[src/rtl/pipeline_ctrl_pkg.sv]
// Shared CPU pipeline definitions: stall encodings, control FSM states and
// the default exception handler address.
package pipeline_ctrl_pkg;

    typedef enum logic [1:0] {
        ST_RUN   = 2'd0,
        ST_STALL = 2'd1,
        ST_FLUSH = 2'd2
    } ctrl_state_t;

    // Hold vectors: bit0 PC, bit1 IF/ID, bit2 ID/EX, bit3 EX/MEM, bit4 MEM/WB, bit5 WB
    localparam logic [5:0] STALL_NONE = 6'b000000;
    localparam logic [5:0] STALL_ID   = 6'b000111;
    localparam logic [5:0] STALL_EX   = 6'b001111;
    localparam logic [5:0] STALL_MEM  = 6'b011111;

    localparam logic [31:0] EXC_VECTOR_DEFAULT = 32'h0000_0020;

    // Deepest requesting stage wins; result is always a low-order run of ones.
    function automatic logic [5:0] stall_encode(input logic req_mem,
                                                input logic req_ex,
                                                input logic req_id);
        logic [5:0] enc;
        enc = STALL_NONE;
        if (req_mem) begin
            enc = STALL_MEM;
        end else if (req_ex) begin
            enc = STALL_EX;
        end else if (req_id) begin
            enc = STALL_ID;
        end
        return enc;
    endfunction

endpackage

[src/rtl/pipeline_ctrl_stall_wdt.sv]
// Stall watchdog: counts consecutive stalled edges and raises a sticky flag
// once the count reaches WDT_LIMIT.
module stall_wdt #(
    parameter int WDT_LIMIT = 1023
) (
    input  logic clk,
    input  logic rst,
    input  logic active,
    input  logic clear,
    output logic timeout
);

    localparam logic [31:0] LIMIT = 32'(WDT_LIMIT);

    logic [31:0] count_reg;
    logic        timeout_reg;

    always_ff @(posedge clk) begin
        if (rst) begin
            count_reg   <= 32'd0;
            timeout_reg <= 1'b0;
        end else if (!active || clear) begin
            count_reg <= 32'd0;
        end else begin
            // Hold at the limit so a very long stall cannot wrap the count.
            if (count_reg < LIMIT) begin
                count_reg <= count_reg + 32'd1;
            end
            if (count_reg + 32'd1 >= LIMIT) begin
                timeout_reg <= 1'b1;
            end
        end
    end

    assign timeout = timeout_reg;

endmodule

[src/rtl/pipeline_ctrl.sv]
// Pipeline hazard/exception controller: priority stall encoding, one-cycle
// flush with redirect, saturating stall statistics and a stall watchdog.
module pipeline_ctrl
    import pipeline_ctrl_pkg::*;
#(
    parameter int          WDT_LIMIT  = 1023,
    parameter logic [31:0] EXC_VECTOR = EXC_VECTOR_DEFAULT
) (
    input  logic        clk,
    input  logic        rst,
    input  logic        stallreq_from_id,
    input  logic        stallreq_from_ex,
    input  logic        stallreq_from_mem,
    input  logic        exception_i,
    output logic [5:0]  stall,
    output logic        flush,
    output logic [31:0] new_pc,
    output logic [31:0] stall_cycles,
    output logic        wdt_timeout
);

    ctrl_state_t state_reg;
    ctrl_state_t state_next;
    logic [31:0] stall_cycles_reg;
    logic [5:0]  stall_vec;
    logic        any_req;
    logic        stall_active;
    logic        in_flush;

    assign in_flush     = (state_reg == ST_FLUSH);
    assign any_req      = stallreq_from_id | stallreq_from_ex | stallreq_from_mem;
    assign stall_active = |stall_vec;

    always_comb begin
        stall_vec  = stall_encode(stallreq_from_mem, stallreq_from_ex, stallreq_from_id);
        state_next = state_reg;
        // The flush cycle clears every register, so nothing may be held.
        if (in_flush) begin
            stall_vec = STALL_NONE;
        end
        case (state_reg)
            ST_RUN, ST_STALL: begin
                if (exception_i) begin
                    state_next = ST_FLUSH;
                end else if (stall_active) begin
                    state_next = ST_STALL;
                end else begin
                    state_next = ST_RUN;
                end
            end
            ST_FLUSH: begin
                if (exception_i) begin
                    state_next = ST_FLUSH;
                end else if (any_req) begin
                    state_next = ST_STALL;
                end else begin
                    state_next = ST_RUN;
                end
            end
            default: state_next = ST_RUN;
        endcase
    end

    always_ff @(posedge clk) begin
        if (rst) begin
            state_reg        <= ST_RUN;
            stall_cycles_reg <= 32'd0;
        end else begin
            state_reg <= state_next;
            if (stall_active && (stall_cycles_reg != 32'hFFFF_FFFF)) begin
                stall_cycles_reg <= stall_cycles_reg + 32'd1;
            end
        end
    end

    stall_wdt #(
        .WDT_LIMIT(WDT_LIMIT)
    ) u_stall_wdt (
        .clk     (clk),
        .rst     (rst),
        .active  (stall_active),
        .clear   (in_flush),
        .timeout (wdt_timeout)
    );

    assign stall        = stall_vec;
    assign flush        = in_flush;
    assign new_pc       = in_flush ? EXC_VECTOR : 32'd0;
    assign stall_cycles = stall_cycles_reg;

endmodule

[config.mk]
export PLATFORM = sky130hd
export DESIGN_NAME = pipeline_ctrl
export DESIGN_NICKNAME = d
export VERILOG_FILES = /design/src/rtl/pipeline_ctrl_pkg.sv /design/src/rtl/pipeline_ctrl_stall_wdt.sv /design/src/rtl/pipeline_ctrl.sv
export SDC_FILE = /design/constraint.sdc
export NUM_CORES = 1
export LEC_CHECK = 0
export ABC_AREA = 1
export BUFFER_PORTS_ARGS = -buffer_cell sky130_fd_sc_hd__buf_2
export CORE_ASPECT_RATIO = 0.6
export CORE_MARGIN = 5
export CORE_UTILIZATION = 56
export DETAILED_ROUTE_END_ITERATION = 16
export PLACE_DENSITY = 0.8
export SKIP_LAST_GASP = 1
export SYNTH_ARGS = -nofsm -noshare
export SYNTH_HDL_FRONTEND = slang
export SYNTH_SLANG_ARGS = --single-unit
[constraint.sdc]
create_clock -name clk -period 2.6 [get_ports clk]
set_clock_uncertainty 0.2 [all_clocks]
set_input_delay 0.26 -clock clk [delete_from_list [all_inputs] [get_ports clk]]
set_output_delay 0.26 -clock clk [all_outputs]
set_load 0.005 [all_outputs]
* Word level (Yosys, flattened, before mapping)
Index checks and enable logic that the tools add are counted.
** Cells by class
- $add $sub $neg :: 2
- Magnitude comparators :: 2
- Equal/unequal tests :: 3
- Mux-type cells :: 10
- Bitwise operators :: 3
- Reductions and logical operators :: 8
** Operator list (count)
- $add 32x1->32 const B :: 2
- $ge 32x10->1 const B :: 1
- $lt 32x10->1 const B :: 1
- $ne 32x32->1 const B :: 1
- $mux 6 :: 2
- $reduce_or 6->1 :: 1
- $mux 5 :: 1
- $mux 2 :: 2
- $mux 4 :: 1
- $pmux 2 s2 :: 1
- $reduce_or 2->1 :: 2
- $mux 3 :: 1
- $eq 2x1->1 const B :: 1
- $eq 2x2->1 const B :: 1
- $logic_not 2->1 :: 1
- $mux 1 :: 2
- $or 1x1->1 :: 2
- $reduce_and 2->1 :: 1
- $logic_and 1x1->1 :: 1
- $logic_not 1->1 :: 1
- $logic_or 1x1->1 :: 1
- $not 1->1 :: 1
** Storage, ports and cells
- Bits in registers :: 67
- Input bits :: 6
- Output and inout bits :: 72
- Logic and storage cells :: 32

* Longest topological paths before layout
- Depth in word-level cells :: 9
- Mapped depth :: 15
- Gate-level depth less buffers :: 15

* By module
From an unflattened synthesis, not the netlist that was laid out.
** Unflattened totals
- Cells, all modules :: 738
- Area total of the unflattened synthesis :: 4529.3 um^2
** Modules (own cells, without submodules)
- pipeline_ctrl :: times used 1, cells each 375, area each 2344.7 um^2, seq. area each 680.7 um^2
- stall_wdt :: times used 1, cells each 363, area each 2184.6 um^2, seq. area each 660.6 um^2

* Least setup slack after synthesis
Ideal clock, no wire load.
- Path kind :: register to register
- Start :: reg u_stall_wdt.count_reg[1]
- End :: reg u_stall_wdt.timeout_reg, in the netlist u_stall_wdt.timeout
- Library setup time :: 112 ps
- Arrival time :: 1590 ps
- Required time :: 2288 ps
- Path slack :: 698 ps
- Stages on the path, launching flop included :: 14
- Path buffers :: 0
- Period minus slack after synthesis :: 1902 ps
- Cell sequence :: dfxtp_1 > ha_1 > nand2_1 > nor2_4 > nand2_2 > nor2_1 > xor2_1 > nand2_1 > nor2_1 > nand2_1 > nor2_1 > nand2_1 > nand2_1 > nand2_1
** Between the ends
- Longest elaborated chain between the ends :: 3
** Ends and longest elaborated chain
- start, declared :: line pipeline_ctrl_stall_wdt.sv:15 : logic [31:0] count_reg;
- start signal, assigned :: line pipeline_ctrl_stall_wdt.sv:27 : count_reg <= count_reg + 32'd1;
- $add 32x1->32 :: line pipeline_ctrl_stall_wdt.sv:29 : if (count_reg + 32'd1 >= LIMIT) begin
- $ge 32x10->1 :: line pipeline_ctrl_stall_wdt.sv:29
- $reduce_and 2->1 (no source line)
- end signal, assigned :: line pipeline_ctrl_stall_wdt.sv:21 : timeout_reg <= 1'b0;
- end signal, assigned :: line pipeline_ctrl_stall_wdt.sv:30 : timeout_reg <= 1'b1;
- end, declared :: line pipeline_ctrl_stall_wdt.sv:16 : logic timeout_reg;
Every way passes these cells.
A chain may end at the register's enable or synchronous reset.

* Worst setup path after layout
Same ends and word-level chain as after synthesis.

==> metrics <==
CTS clock-pin slew for the worst setup and hold paths 50 ps; Post-Synthesis Cells 672; RSZ-0062 raised after global routing no; Avg Cell Area, Syn 6.30 µm²; most used standard cell by instance count after synthesis nand2_1; top post-synthesis cells by area dfxtp_1 (32%), nand2_1 (17%), nor2_1 (9.7%); Clock power frac 48.8%; Crit-path slowest cell dfxtp_1; Sw Ratio 23.9%; HPWL after detailed placement 9140 µm; Synth Flop Type dfxtp_1; Synth Area in Compound Gates 6.88%; outcome finished clean; postcts setup bufs 0; Simple-Gate Fraction of Synth Area 41.5%; register area share after synthesis 31.7%; Synth top area share 31.7%; adder-cell share of the synthesized area 0.886%; WS Path Type register to register; Int Power 1.73 mW; count of final setup violators 0; die span in x 122 µm; ANT cells 0; pin count of the biggest net entering global routing 24; most numerous cell on the critical path nand2_1; Worst EP required 2630 ps; PD cells 480 nW/µm²; clock root cell clkbuf_16; async set-reset flop share out of synthesis 0%; Yosys warnings 0; Clock Latency Late Sink 340 ps; Total Wirelength 11900 µm; DRC 0; CTS sink cnt 67; Synth Register Bits 67; Port Buffers 45; global-route wire length before repair 19800 µm; FP Rows 24; ANT nets after route 0; crit end category register; design area 4740 µm²; sequential power share 46.0%; Slew Limit Fails 0; total global-route track usage 26.4%; global route total overflow 0; synth unique cells 31; Synth Area in XOR/XNOR 5.17%; Final Hold Violating Endpoints 0; post-DR wirelength/cell 14.3 µm; fmax 0.438 GHz; Via Count 4362; Net Sw Power 545 µW; P_leak 2.04 nW; Ports 78; Synth Cell Area 4240 µm²; critical path's largest stage delay 400 ps; TritonCTS Buffers 9; Inst Count DP 815; arrival time worst endpoint 2320 ps; first-iteration detailed-routing DRC count 497; max cap viols 0; post-layout min period 2290 ps; Slew Limit Headroom 65.7%; Synth top cells by count nand2_1 (190), nor2_1 (109), inv_1 (69), dfxtp_1 (67), buf_4 (35); worst-path fanout max 5; DR pass1 iterations 6; P&R area growth vs syn 11.9%; Min-Delay Path Class input port to register; final cell count without fillers 831; Die H 77.4 µm; maximum VDD drop 0.349 mV; top cell type by total area after synthesis dfxtp_1; CTS tree built; vias in the first global route 3812; share of layout cells above drive strength 1 12.8%; worst slew pin tran 514 ps; Initial Utilization 58.0%; largest family of logic cells by synthesized area simple AND/OR/NAND/NOR gates; total negative slack 0 ps; Final nets 732; total die area 9460 µm²; multiplexer share of the synthesized area 0%; H-tree depth 3; Via density 5.25; power share of the combinational group 5.2%; clock tree buffer depth 2; post-place instance area 4460 µm²; initial antenna violation count 0; period utilization 87.9%; Startpoint Class register; Post-synth EDFFs 0; worst-path cell chain ha_1, nand2_1, nor2_4, nand2_2, nor2_1, nand2_1, nand2_1, nor2_1, nand3_1, nor2_1, nor2_1, nand2_1, nand2_1, nand2_1; gpl congestion 0.990; Core ar. 7300 µm²; Util after Layout 64.9%
==> through the flow <==
step	power, mW	setup slack [ps]	hold slack, ps
2_1_floorplan	1.18	698	137
6_report	2.28	314	54.9
3_5_place_dp	1.18	293	248
5_1_grt	2.36	37.1	111
4_1_cts	2.30	253	55.0
3_3_place_gp	1.18	405	244
==> routing by layer <==
layer,wire length (µm),global-route usage (%),up-vias
li1,-,-,2173
met5,0,0,-
met3,1830,10.6,12
met2,4110,31.2,262
met1,5820,42.6,1915
met4,99,6.03,0
==> layout by cell type, fill, tap and decap left out, types with 3 or more instances in the layout <==
| cell type | n |
|---|---|
| buf_4 | 7 |
| nand4_1 | 27 |
| o21ai_0 | 23 |
| xor2_1 | 17 |
| nor4_1 | 7 |
| nand3_2 | 3 |
| nor2_1 | 109 |
| nor2_2 | 7 |
| clkinv_2 | 3 |
| nor3_1 | 15 |
| dfxtp_1 | 67 |
| xnor2_1 | 8 |
| nor2_4 | 4 |
| nand2_1 | 190 |
| inv_2 | 3 |
| inv_1 | 69 |
| clkbuf_16 | 9 |
| nand3_1 | 28 |
| a21oi_1 | 31 |
| conb_1 | 32 |
| ha_1 | 3 |
| nand2_2 | 6 |
| buf_2 | 45 |
==> layout make-up <==
class	count	area, µm²
Clock inverter	5	30.0
Clock buffer	10	239
Fill cell	696	2560
Timing Repair Buffer	54	299
Sequential cell	67	1340
Tap cell	104	130
Multi-Input combinational cell	518	2420
Inverter	73	274
==> timing repair <==
item,4_1_cts,5_1_grt
setup endpoints to repair,0,1
endpoints found under the hold margin,2,0
hold buffers,1,0
gates resized for setup,0,1
==> final timing paths <==
path         slack (ps)                  end  cells past startpoint                     start
max reg2reg         310  u_stall_wdt.timeout                     14  u_stall_wdt.count_reg[1]
max                 310  u_stall_wdt.timeout                     14  u_stall_wdt.count_reg[1]
min reg2reg         260  u_stall_wdt.timeout                      2       u_stall_wdt.timeout
min                  50         state_reg[0]                      3          stallreq_from_id
==> worst max-delay path, delay by kind of cell (launching register included) <==
| kind | cells | cell delay [ps] |
|---|---|---|
| fa+ha+maj | 1 | 230 |
| simple gates | 13 | 1330 |
| flops | 1 | 400 |
==> power by group through the flow <==
| stage | combinational [mW] | clock (mW) | sequential, mW |
|---|---|---|---|
| floorplan | 0.114 | 0 | 1.07 |
| global placement | 0.113 | 0 | 1.07 |
| detailed placement | 0.114 | 0 | 1.07 |
| CTS | 0.116 | 1.14 | 1.05 |
| global route | 0.136 | 1.18 | 1.05 |
| finish | 0.119 | 1.11 | 1.05 |
==> kinds of logic (layout without fill, tap and decap cells) <==
| family | after synthesis | after routing |
|---|---|---|
| AOI/OAI and AO/OA | 57 | 57 |
| xor gates and xnor gates | 25 | 25 |
| adders and majority gates | 3 | 3 |
| buffers and inverters | 118 | 142 |
| DFF | 67 | 67 |
| other | 1 | 32 |
| and+or+nand+nor | 401 | 401 |
(Power assumes the default switching activity.)
